==> config.mk <==
export PLATFORM = sky130hd
export DESIGN_NAME = if_id_skid_reg_flat
export DESIGN_NICKNAME = d
export VERILOG_FILES = /design/src/rtl/if_id_skid_reg_if.sv /design/src/rtl/if_id_skid_reg.sv /design/src/flat_wrapper.sv
export SDC_FILE = /design/constraint.sdc
export NUM_CORES = 1
export LEC_CHECK = 0
export CORE_MARGIN = 4
export CORE_UTILIZATION = 40
export CTS_CLUSTER_DIAMETER = 200
export CTS_CLUSTER_SIZE = 12
export DETAILED_ROUTE_END_ITERATION = 12
export GPL_ROUTABILITY_DRIVEN = 0
export PLACE_DENSITY = 0.71
export SLEW_MARGIN = 5
export SYNTH_ARGS = -nofsm -noshare
export SYNTH_HDL_FRONTEND = slang
export SYNTH_SLANG_ARGS = --single-unit
==> constraint.sdc <==
create_clock -name clk -period 1.8 [get_ports clk]
set_clock_uncertainty 0.15 [all_clocks]
set_input_delay 0.27 -clock clk [delete_from_list [all_inputs] [get_ports clk]]
set_output_delay 0.27 -clock clk [all_outputs]
set_load 0.03 [all_outputs]
==> src/rtl/if_id_skid_reg_if.sv <==
// IF->ID handshake bundle: fetch-side offer, decode-side presentation and flush.
// The slave modport is the pipeline register's view. The master modport is the surrounding pipeline's view.
interface if_id_skid_reg_if #(
  parameter int INSTR_W = 8,
  parameter int PC_W    = 8
);
  logic               if_valid;
  logic               if_ready;
  logic [INSTR_W-1:0] if_instr;
  logic [PC_W-1:0]    if_pc;
  logic               flush;
  logic               id_valid;
  logic               id_ready;
  logic [INSTR_W-1:0] id_instr;
  logic [PC_W-1:0]    id_pc;
  logic [1:0]         occupancy;

  modport slave (
    input  if_valid, if_instr, if_pc, flush, id_ready,
    output if_ready, id_valid, id_instr, id_pc, occupancy
  );

  modport master (
    output if_valid, if_instr, if_pc, flush, id_ready,
    input  if_ready, id_valid, id_instr, id_pc, occupancy
  );
endinterface

==> src/rtl/if_id_skid_reg.sv <==
// IF->ID pipeline register built as a two-entry skid buffer with synchronous flush.
// All outputs come from flops, so there is no combinational path from id_ready to if_ready.
module if_id_skid_reg #(
  parameter int                 INSTR_W   = 8,
  parameter int                 PC_W      = 8,
  parameter logic [INSTR_W-1:0] NOP_INSTR = '0
) (
  input  logic                clk,
  input  logic                rst,
  if_id_skid_reg_if.slave     bus
);

  logic               main_valid;
  logic [INSTR_W-1:0] main_instr;
  logic [PC_W-1:0]    main_pc;
  logic               skid_valid;
  logic [INSTR_W-1:0] skid_instr;
  logic [PC_W-1:0]    skid_pc;

  logic in_xfer;
  logic out_xfer;

  assign in_xfer  = bus.if_valid & !skid_valid;
  assign out_xfer = main_valid & bus.id_ready;

  always_ff @(posedge clk or negedge rst) begin
    if (!rst) begin
      main_valid <= 1'b0;
      main_instr <= NOP_INSTR;
      main_pc    <= '0;
      skid_valid <= 1'b0;
      skid_instr <= '0;
      skid_pc    <= '0;
    end else if (bus.flush) begin
      // id_pc is left holding the last presented PC
      main_valid <= 1'b0;
      main_instr <= NOP_INSTR;
      skid_valid <= 1'b0;
    end else if (!main_valid || out_xfer) begin
      if (skid_valid) begin
        main_valid <= 1'b1;
        main_instr <= skid_instr;
        main_pc    <= skid_pc;
        skid_valid <= 1'b0;
      end else if (in_xfer) begin
        main_valid <= 1'b1;
        main_instr <= bus.if_instr;
        main_pc    <= bus.if_pc;
      end else begin
        main_valid <= 1'b0;
        main_instr <= NOP_INSTR;
      end
    end else if (in_xfer) begin
      skid_valid <= 1'b1;
      skid_instr <= bus.if_instr;
      skid_pc    <= bus.if_pc;
    end
  end

  assign bus.id_valid  = main_valid;
  assign bus.id_instr  = main_instr;
  assign bus.id_pc     = main_pc;
  assign bus.if_ready  = !skid_valid;
  assign bus.occupancy = {1'b0, main_valid} + {1'b0, skid_valid};

endmodule

==> src/flat_wrapper.sv <==
// flat-port wrapper written by rule: the top's interface ports become plain ports
module if_id_skid_reg_flat 
#(
  parameter int                 INSTR_W   = 8,
  parameter int                 PC_W      = 8,
  parameter logic [INSTR_W-1:0] NOP_INSTR = '0
)
  (clk, rst, bus_if_valid, bus_if_instr, bus_if_pc, bus_flush, bus_id_ready, bus_if_ready, bus_id_valid, bus_id_instr, bus_id_pc, bus_occupancy);
  if_id_skid_reg_if #(.INSTR_W(INSTR_W), .PC_W(PC_W)) bus_i ();
  input  logic clk;
  input  logic rst;
  input wire logic [$bits(bus_i.if_valid)-1:0] bus_if_valid;
  input wire logic [$bits(bus_i.if_instr)-1:0] bus_if_instr;
  input wire logic [$bits(bus_i.if_pc)-1:0] bus_if_pc;
  input wire logic [$bits(bus_i.flush)-1:0] bus_flush;
  input wire logic [$bits(bus_i.id_ready)-1:0] bus_id_ready;
  output wire logic [$bits(bus_i.if_ready)-1:0] bus_if_ready;
  output wire logic [$bits(bus_i.id_valid)-1:0] bus_id_valid;
  output wire logic [$bits(bus_i.id_instr)-1:0] bus_id_instr;
  output wire logic [$bits(bus_i.id_pc)-1:0] bus_id_pc;
  output wire logic [$bits(bus_i.occupancy)-1:0] bus_occupancy;
  assign bus_i.if_valid = bus_if_valid;
  assign bus_i.if_instr = bus_if_instr;
  assign bus_i.if_pc = bus_if_pc;
  assign bus_i.flush = bus_flush;
  assign bus_i.id_ready = bus_id_ready;
  assign bus_if_ready = bus_i.if_ready;
  assign bus_id_valid = bus_i.id_valid;
  assign bus_id_instr = bus_i.id_instr;
  assign bus_id_pc = bus_i.id_pc;
  assign bus_occupancy = bus_i.occupancy;
  if_id_skid_reg #(.INSTR_W(INSTR_W), .PC_W(PC_W), .NOP_INSTR(NOP_INSTR)) u_core (.clk(clk), .rst(rst), .bus(bus_i));
endmodule
Word-level counts from Yosys, hierarchy flattened
Cells that the tools add are included.

$add $sub $neg: 1. Multiplexer cells: 13. Bitwise gates (word level): 4. Reduce and logical (&&, ||, !) cells: 8.

Operators with widths (count): 8-bit two-way mux (6); 1-bit two-way mux (7); 3-bit AND reduction (2); 2-bit nonzero test (2); 3-bit nonzero test (1); 1-bit by 1-bit adder with 2-bit output (1); 1-bit bitwise AND (2); 1-bit logical NOT (2); 1-bit inverter (2); 1-bit logical OR (1).

Bits in registers: 34.

Longest topological paths before layout
Gate-level depths: netlist of run 1.

Depth after elaboration: 6. Mapped depth: 6. Gate-level depth less buffers: 3.

Worst setup path after synthesis of run 1
Ideal clock, no wire load.

Path kind: flip-flop to flip-flop. From: register u_core.skid_valid. To: register u_core.skid_instr[0]. Arrival: 1556 ps. Required time: 1525 ps. Path slack: -31 ps. Cell stages (with the launch flop): 7. Buffers on the path: 3. Cells stage by stage: dfrtp_1 -> buf_6 -> nor2b_4 -> buf_6 -> nor3b_4 -> buf_12 -> mux2_4.

Word-level cells in the longest chain between the ends: 3.

Ends and longest elaborated chain: start, declared (RTL line if_id_skid_reg.sv:16) `logic skid_valid;`; start signal, assigned (RTL line if_id_skid_reg.sv:31) `skid_valid <= 1'b0;`; start signal, assigned (RTL line if_id_skid_reg.sv:38) `skid_valid <= 1'b0;`; start signal, assigned (RTL line if_id_skid_reg.sv:44) `skid_valid <= 1'b0;`; 1-bit logical NOT (RTL line if_id_skid_reg.sv:23) `assign in_xfer = bus.if_valid & !skid_valid;`; 1-bit bitwise AND (RTL line if_id_skid_reg.sv:23); 3-bit AND reduction (no line); end signal, assigned (RTL line if_id_skid_reg.sv:55) `skid_instr <= bus.if_instr;`; end, declared (RTL line if_id_skid_reg.sv:17) `logic [INSTR_W-1:0] skid_instr;`.

Every way passes these cells. A chain may end at the register's enable or synchronous reset.

Final worst setup path of run 1
From: register u_core.main_valid, in the netlist u_core.bus.id_valid. To: output bus_id_valid.

RTL lines: start, declared (RTL line if_id_skid_reg.sv:13) `logic main_valid;`; start signal, assigned (RTL line if_id_skid_reg.sv:28) `main_valid <= 1'b0;`; start signal, assigned (RTL line if_id_skid_reg.sv:36) `main_valid <= 1'b0;`; start signal, assigned (RTL line if_id_skid_reg.sv:41) `main_valid <= 1'b1;`; end, declared (RTL line flat_wrapper.sv:18) `output wire logic [$bits(bus_i.id_valid)-1:0] bus_id_valid;`.

No word-level cell between the ends.

==> summary.md, run 1 <==
| Metric | Value |
|---|---|
| H-tree Lvls | 2 |
| Pre-antenna DRT Iters | 4 |
| Hold/Removal Path Class | in -> async |
| Final Max Slew Viols | 0 |
| Cts bufs inserted | 5 |
| CP Capture Type | primary output |
| P_leak | 0.903 nW |
| Synthesized flop and latch total | 34 |
| Critical-path cell list | clkdlybuf4s50_1 |
| Post-route ant nets | 0 |
| Die W | 70 um |
| CP required | 1.38 ns |
| Setup_tns | 0 ns |
| Number of cell rows | 22 |
| Routed WL | 3160 um |
| Share of cells above drive strength 1 | 33.5% |
| Starting Density | 41.7% |
| R2R Setup Slk | 0.10 ns |
| Initial antenna violation count | 0 |
| Final min period | 1.76 ns |
| Number of diodes | 0 |
| Clock Root Buffer | clkbuf_8 |
| Final Instance Area | 0.00211 mm2 |
| Crit path kind | reg -> out |
| Yosys warnings | 0 |
| HPWL after detailed placement | 2290 um |
| # setup viols final | 0 |
| CP peak stage delay | 0.67 ns |
| Crit path depth | 1 |
| CTS clk-pin slew, worst paths | 0.07 ns |
| Top cell type's share of synthesized area | 55.3% |
| Synth area leaders | dfrtp_1, mux2_2, mux2_4 |
| Unrepaired setup endpoints after global routing | false |
| Drt drc | 0 |
| Vias in the first global route | 1078 |
| Slew headroom | 71.7% |
| Total Routing Usage GR | 14.1% |
| NumNets Final | 179 |
| PortBufs | 40 |
| Avg WL per Cell | 15.3 um |
| Post-synth net total | 129 |
| Critical path origin | u_core.bus.id_valid$_DFFE_PN0P_ |
| Status | completed |
| CP max stage cell | clkdlybuf4s50_1 |
| CTS sink cnt | 34 |
| Postcts setup bufs | 0 |
| Largest net degree at the start of global routing | 35 |
| Die area | 0.00490 mm2 |
| Mean number of vias per cell | 5.06 |
| Sequential share of the synthesized area | 55.3% |
| Final period utilization | 97.6% |
| Worst Path Max Fanout | 4 |
| Maximum VDD drop | 0.714 mV |
| I/O pins | 41 |
| Final Hold Viols | 0 |
| Vias | 1042 |
| Core area | 0.00369 mm2 |
| Post-route core utilization | 57.3% |
| Bufs and invs on worst path | 1 |
| Yosys cell types | 17 |
| TritonCTS clock tree | yes |
| Critical Path Sink | bus_id_valid |
| Post-synthesis instance area | 0.00154 mm2 |
| CP arrival | 1.34 ns |
| Max_cap viols | 0 |
| # hold bufs at CTS | 0 |
| Clk buf depth | 2 |
| Crit path max-delay family | buffers and inverters |
| DP Area | 0.00204 mm2 |
| DRT iter0 DRCs | 54 |
| FF-to-FF path depth | 5 |
| Worst skew pair latency | 0.28 ns |
| Syn Area/Cell | 14.4 um2 |
| Die Y | 70 um |
| Post-synth top area cell | dfrtp_1 |
| Global-route wire length before repair | 5500 um |
| Area Growth Syn to Fin | 37.4% |
| GRT overflow | 0 |
| Cell Pwr Density | 956 mW/mm2 |
| Worst slew pin tran | 0.424 ns |
| Synth Instances | 107 |
| Max Clk Rate | 0.569 GHz |
| Critical Path Start Type | flip-flop |
| Worst R2R End | u_core.skid_pc[7]$_DFFE_PN0P_ |
| FF-to-FF Start | u_core.skid_valid$_DFFE_PN0P_ |
## Yosys cell counts (all sizes together)
library cell,count
a21oi,1
a221oi,8
buf,3
clkbuf,4
dfrtp,34
ha,1
inv,1
mux2,32
nand2b,1
nor2,9
nor2b,2
nor3,10
nor3b,1
## registers in the layout, summed over array words and instances (netlist names)
signal               cells
u_core.skid_instr        8
u_core.bus.id_valid      1
u_core.bus.id_instr      8
u_core.skid_pc           8
u_core.bus.id_pc         8
u_core.skid_valid        1
## what timing repair did
item	CTS	global route
gates cloned	0	0
resized for setup	3	1
endpoints found under the setup margin	2	1
## logic make-up after synthesis
family | Yosys count | synth area share [%]
buffers and inverters | 8 | 3.99
AO/OA/AOI/OAI | 9 | 4.88
AND/OR/NAND/NOR | 23 | 9.11
flip-flops | 34 | 55.3
adder cells (fa/ha/maj) | 1 | 0.814
multiplexers | 32 | 25.9
## how the worst min path moves through the flow
stage / start / to / cells past startpoint / slack (ns)
3_5_place_dp: u_core.skid_pc[5]$_DFFE_PN0P_ / u_core.skid_pc[5]$_DFFE_PN0P_ / 1 / 0.34
4_1_cts: rst / u_core.skid_pc[3]$_DFFE_PN0P_ / 2 / 0.26
5_1_grt: rst / u_core.bus.id_pc[5]$_DFFE_PN0P_ / 2 / 0.27
2_1_floorplan: rst / u_core.bus.id_instr[0]$_DFFE_PN0P_ / 0 / -0.18
3_3_place_gp: u_core.skid_pc[7]$_DFFE_PN0P_ / u_core.skid_pc[7]$_DFFE_PN0P_ / 1 / 0.34
6_report: rst / u_core.bus.id_pc[2]$_DFFE_PN0P_ / 2 / 0.24
## layout by cell type (no fill, tap or decap), drive strengths merged
| master | Yosys | final |
|---|---|---|
| nor3 | 10 | 10 |
| ha | 1 | 1 |
| nor2 | 9 | 9 |
| mux2 | 32 | 32 |
| nor3b | 1 | 1 |
| inv | 1 | 1 |
| a221oi | 8 | 8 |
| buf | 3 | 11 |
| nand2b | 1 | 1 |
| a21oi | 1 | 1 |
| dfrtp | 34 | 34 |
| dlygate4sd2 | 0 | 1 |
| clkdlybuf4s50 | 0 | 37 |
| nor2b | 2 | 2 |
| clkbuf | 4 | 9 |
## metrics by stage
stage	hold slack (ns)	worst slack (ns)	total power, mW	instances
6_report	0.243	0.0433	2.02	206
5_1_grt	0.267	0.00939	2.13	206
4_1_cts	0.259	0.0170	2.04	206
3_5_place_dp	0.340	-0.197	1.51	198
3_3_place_gp	0.336	-0.132	1.50	198
2_1_floorplan	-0.176	-0.0308	1.29	107
## routing by layer
layer | vias up | GRT usage [%] | part of all wire [%]
met2 | 20 | 21.8 | 50
li1 | 486 | - | -
met3 | 2 | 5.32 | 3.6
met1 | 534 | 18.7 | 46
met5 | - | 0 | 0
met4 | 0 | 3.19 | 0.51
## power by group
group	internal [mW]	switching, mW
Combinational	0.292	0.226
Sequential	0.904	0.0747
Clock	0.274	0.248
## cell type report
class	instances	area, um2
multi-input cells	65	626
fillers	323	1580
repair buffers	50	492
clock buffers	8	80.1
inverters	1	3.75
flip-flops and latches	34	852
well taps	48	60.1
Power figures use the tool's default switching activity.
==> inputs of run 2 (changes only) <==
DONT_BUFFER_PORTS = 1   (was unset)
PLACE_DENSITY = unset   (was 0.71)
SETUP_SLACK_MARGIN = 0.5   (was unset)
==> run 2 against run 1 <==
Against the previous run: sequential cell count did not move; largest cell class unchanged; sequential power rose by 12%; wire length rose by 13%; worst hold slack got worse by 0.18 ns; total power rose by 0.50%; setup slack improved by 0.13 ns; design area rose by 1.7%.
==> summary.md, run 2 (synthesized netlist as in run 1, its figures left out) <==
| Metric | Value |
|---|---|
| NumNets Final | 167 |
| Status | completed |
| Worst slew pin tran | 0.421 ns |
| Area Growth Syn to Fin | 39.7% |
| Starting Density | 41.7% |
| PortBufs | 0 |
| DRT iter0 DRCs | 28 |
| Net load switching power | 578 uW |
| Clock Root Buffer | clkbuf_8 |
| Hold_ws | 0.0666 ns |
| Hold_sp | bus_if_instr[4] |
| CTS clk-pin slew, worst paths | 0.07 ns |
| Number of cell rows | 22 |
| Crit path kind | reg -> reg |
| Fin worst setup slack | 0.171 ns |
| Total Routing Usage GR | 15.1% |
| Cts bufs inserted | 5 |
| Initial antenna violation count | 0 |
| TritonCTS clock tree | yes |
| GRT overflow | 0 |
| Drt drc | 0 |
| Critical-path cell list | nor2b_4 -> nor3b_4 -> buf_4 -> mux2_2 |
| Worst skew pair latency | 0.28 ns |
| P_leak | 0.943 nW |
| Area occupied by multi-input gates | 734 um2 |
| Avg WL per Cell | 18.3 um |
| Most common cell after layout, fill and taps aside | dfrtp_1 |
| Hold/Removal Path Class | in -> reg |
| Max Clk Rate | 0.614 GHz |
| Maximum VDD drop | 0.566 mV |
| Hold Path End | u_core.bus.id_instr[4]$_DFFE_PN0P_ |
| Critical Path Start Type | flip-flop |
| Part of the power in registers | 54.0% |
| R2R Setup Slk | 0.17 ns |
| Reg area | 853 um2 |
| Die Y | 70 um |
| Slew headroom | 71.9% |
| Worst Path Max Fanout | 5 |
| Final period utilization | 90.5% |
| Post-route ant nets | 0 |
| Core area | 0.00369 mm2 |
| Number of diodes | 0 |
| Die W | 70 um |
| CP max stage cell | dfrtp_2 |
| Hold path depth | 2 |
| Mean number of vias per cell | 5.21 |
| CP Capture Type | flip-flop |
| I/O pins | 41 |
| H-tree Lvls | 2 |
| Max_cap viols | 0 |
| FF-to-FF Start | u_core.skid_valid$_DFFE_PN0P_ |
| CP required | 1.82 ns |
| Clk buf depth | 2 |
| Dpl ws | 0.215 ns |
| Unrepaired setup endpoints after global routing | true |
| CTS sink cnt | 34 |
| Vias | 1010 |
| Sw frac | 28.5% |
| Clock Power Share | 28.4% |
| Final Hold Viols | 0 |
| Most frequent cells in the layout | dfrtp_1, dlygate4sd3_1, mux2_4, mux2_2 |
| Die area | 0.00490 mm2 |
| Final min period | 1.63 ns |
| Placed cells | 160 |
| Post-route core utilization | 58.2% |
| Total internal power | 1.45 mW |
| Combinational group share of total power | 17.6% |
| FF-to-FF path depth | 4 |
| Share of cells above drive strength 1 | 52.1% |
| CP peak stage delay | 0.46 ns |
| Fillers | 312 |
| Global-route wire length before repair | 5680 um |
| Cell Pwr Density | 945 mW/mm2 |
| Final Max Slew Viols | 0 |
| Worst R2R End | u_core.skid_pc[7]$_DFFE_PN0P_ |
| CP arrival | 1.64 ns |
| Layout Cells excl Fill | 194 |
| Pre-antenna DRT Iters | 4 |
| Vias in the first global route | 1093 |
| Routed WL | 3560 um |
| Tot Pwr | 2.03 mW |
| # setup viols final | 0 |
| Largest net degree at the start of global routing | 35 |
| HPWL after detailed placement | 2230 um |
## run 2: power by group through the flow
stage          clock [mW]  sequential, mW  combinational [mW]
2_1_floorplan           0            1.07               0.235
5_1_grt             0.627            1.11               0.388
3_5_place_dp            0            1.10               0.270
4_1_cts             0.595            1.09               0.343
6_report            0.576            1.10               0.358
3_3_place_gp            0            1.09               0.263
## run 2: cell type report
class                   instances  area share (%)
flip-flops and latches         34            39.7
repair buffers                 38            18.9
well taps                      48            2.80
inverters                       1           0.175
multi-input cells              65            34.2
clock inverters                 1           0.233
clock buffers                   7            4.02
## run 2: critical path, delay by kind of cell, from the launching register on
| kind | cells | cell delay, ns |
|---|---|---|
| and+or+nand+nor | 2 | 0.37 |
| muxes | 1 | 0.34 |
| buffers and inverters | 1 | 0.20 |
| DFF | 1 | 0.46 |
## run 2: stage by stage
| stage | setup TNS, ns | cell area [um2] |
|---|---|---|
| 2_1_floorplan | -0.379 | 1560 |
| 3_3_place_gp | 0 | 1660 |
| 3_5_place_dp | 0 | 1660 |
| 4_1_cts | 0 | 2080 |
| 5_1_grt | 0 | 2150 |
| 6_report | 0 | 2150 |
## run 2: repair_timing
item,in CTS,in global routing
buffers inserted,5,2
pin swaps,2,2
resized for setup,23,7
setup endpoints to repair,36,36
hold buffers,17,2
endpoints found under the hold margin,60,11
## run 2: worst max-delay path by stage
stage	startpoint	end	slack, ns	cells after the start
after global routing	u_core.skid_valid$_DFFE_PN0P_	u_core.skid_pc[7]$_DFFE_PN0P_	0.12	4
final	u_core.skid_valid$_DFFE_PN0P_	u_core.skid_pc[7]$_DFFE_PN0P_	0.17	4
after CTS	u_core.skid_valid$_DFFE_PN0P_	u_core.skid_pc[7]$_DFFE_PN0P_	0.18	4
after floorplan	u_core.skid_valid$_DFFE_PN0P_	u_core.skid_instr[0]$_DFFE_PN0P_	-0.03	6
after detailed placement	u_core.skid_valid$_DFFE_PN0P_	u_core.skid_pc[1]$_DFFE_PN0P_	0.21	4
after global placement	u_core.skid_valid$_DFFE_PN0P_	u_core.skid_pc[2]$_DFFE_PN0P_	0.24	4
## run 2: metal layers
| layer | track usage [%] | routed length [um] | share of wire, % |
|---|---|---|---|
| met5 | 0 | 0 | 0 |
| met3 | 6.33 | 237 | 6.7 |
| met1 | 18.6 | 1500 | 42 |
| met4 | 5.74 | 48 | 1.3 |
| met2 | 23.4 | 1770 | 50 |
==> inputs of run 3 (changes only) <==
CORE_MARGIN = 2   (was 4)
HOLD_SLACK_MARGIN = 0.02   (was unset)
RECOVER_POWER = 25   (was unset)
==> run 3 against run 2 <==
Against the previous run: register-to-register slack better by 0.02 ns; critical path type unchanged; global-route usage grew 3.3 points; utilization grew 1.1 points; first-iteration DRC count is 29% higher; largest power group unchanged.
==> summary.md, run 3 (synthesized netlist as in run 1, its figures left out) <==
| Metric | Value |
|---|---|
| Pre-antenna DRT Iters | 4 |
| Final Hold Viols | 0 |
| Total internal power | 1.54 mW |
| Combinational group share of total power | 17.8% |
| I/O pins | 41 |
| Critical Path Start Type | flip-flop |
| Number of diodes | 0 |
| Placed cells | 159 |
| Final period utilization | 89.3% |
| PortBufs | 0 |
| Die W | 66 um |
| Sw frac | 27.5% |
| Fillers | 296 |
| Hold_ws | 0.0230 ns |
| GRT overflow | 0 |
| CP required | 1.82 ns |
| Mean number of vias per cell | 5.30 |
| Most common cell after layout, fill and taps aside | dfrtp_1 |
| CP Capture Type | flip-flop |
| Post-route ant nets | 0 |
| Tot Pwr | 2.13 mW |
| Status | completed |
| Global-route wire length before repair | 5800 um |
| Drt drc | 0 |
| Cell Pwr Density | 973 mW/mm2 |
| H-tree Lvls | 2 |
| P_leak | 0.960 nW |
| Layout Cells excl Fill | 193 |
| Maximum VDD drop | 0.534 mV |
| Clock Root Buffer | clkbuf_8 |
| Cts bufs inserted | 5 |
| Crit path kind | reg -> reg |
| Max Clk Rate | 0.622 GHz |
| Clock Power Share | 30.7% |
| Worst slew pin tran | 0.844 ns |
| Net load switching power | 586 uW |
| Share of cells above drive strength 1 | 53.8% |
| Hold_sp | bus_if_valid |
| Area Growth Syn to Fin | 42.4% |
| Final Instance Area | 0.00219 mm2 |
| Most frequent cells in the layout | dfrtp_1, mux2_4, dlygate4sd3_1 |
| Avg WL per Cell | 18.9 um |
| Unrepaired setup endpoints after global routing | true |
| Final min period | 1.61 ns |
| Die Y | 66 um |
| Number of cell rows | 22 |
| Die area | 0.00436 mm2 |
| Vias | 1022 |
| DRT iter0 DRCs | 36 |
| Largest net degree at the start of global routing | 35 |
| Vias in the first global route | 1173 |
| Final Max Slew Viols | 0 |
| CTS clk-pin slew, worst paths | 0.07 ns |
| Total Routing Usage GR | 18.4% |
| Worst Path Max Fanout | 5 |
| FF-to-FF Start | u_core.skid_valid$_DFFE_PN0P_ |
| Slew headroom | 43.7% |
| DP Area | 0.00166 mm2 |
| Post-route core utilization | 59.4% |
| Clk buf depth | 2 |
| Starting Density | 41.7% |
| Core area | 0.00369 mm2 |
| TritonCTS clock tree | yes |
| Routed WL | 3650 um |
| Critical path origin | u_core.skid_valid$_DFFE_PN0P_ |
| CP arrival | 1.62 ns |
| # setup viols final | 0 |
| Worst skew pair latency | 0.29 ns |
| CTS sink cnt | 34 |
| NumNets Final | 166 |
| Hold/Removal Path Class | in -> reg |
| Max_cap viols | 0 |
| Initial antenna violation count | 0 |
| HPWL after detailed placement | 2100 um |
| Part of the power in registers | 51.5% |
## run 3: cell count changes in the layout (fill, tap and decap cells not counted), sizes merged
cell,previous run,this run
buf,20,18
clkbuf,7,9
clkinv,1,0
## run 3: worst max-delay path: stages (launching register included)
cell,delay (ns)
dfrtp_2,0.44
nor2b_4,0.12
nor3b_4,0.28
buf_6,0.17
mux2_2,0.33
## run 3: final timing paths
path | end | slack [ns] | cells after the start
worst max-delay path | u_core.skid_instr[5]$_DFFE_PN0P_ | 0.19 | 4
worst min-delay path | u_core.bus.id_valid$_DFFE_PN0P_ | 0.02 | 2
worst max register to register | u_core.skid_instr[5]$_DFFE_PN0P_ | 0.19 | 4
worst min register to register | u_core.skid_pc[5]$_DFFE_PN0P_ | 0.36 | 1
max in group asynchronous | u_core.skid_valid$_DFFE_PN0P_ | 0.45 | 2
min in group asynchronous | u_core.bus.id_instr[6]$_DFFE_PN0P_ | 0.47 | 2
## run 3: area by class of cell
cell class,instances,area (um2),share of cell area [%]
multi-input cells,65,777,35.5
repair buffers,37,385,17.6
inverters,1,3.75,0.171
flip-flops and latches,34,853,39.0
well taps,48,60.1,2.74
clock buffers,8,110,5.03
## run 3: power groups by stage
stage	Clock, mW	Sequential [mW]	Combinational [mW]
2_1_floorplan	0	1.07	0.235
3_3_place_gp	0	1.09	0.262
3_5_place_dp	0	1.09	0.271
4_1_cts	0.672	1.09	0.357
5_1_grt	0.717	1.11	0.407
6_report	0.654	1.10	0.379
## run 3: repair_timing
action	CTS	global route
gates resized for setup	29	12
buffers inserted	3	3
pin swaps	2	5
hold endpoints to repair	60	11
hold buffers	17	2
cloned	1	0
endpoints found under the setup margin	35	36
## run 3: metrics by stage
stage | setup WS (ns) | setup TNS [ns]
after global placement | 0.192 | 0
final | 0.192 | 0
after global routing | 0.142 | 0
after floorplan | -0.0308 | -0.379
after CTS | 0.194 | 0
after detailed placement | 0.146 | 0
## run 3: routing by layer
metal | global-route usage [%] | vias to the layer above | routed length, um
met3 | 5.62 | 8 | 269
met1 | 22.8 | 512 | 1490
li1 | - | 463 | -
met5 | 0 | - | 0
met4 | 6.89 | 0 | 70
met2 | 30.3 | 39 | 1820
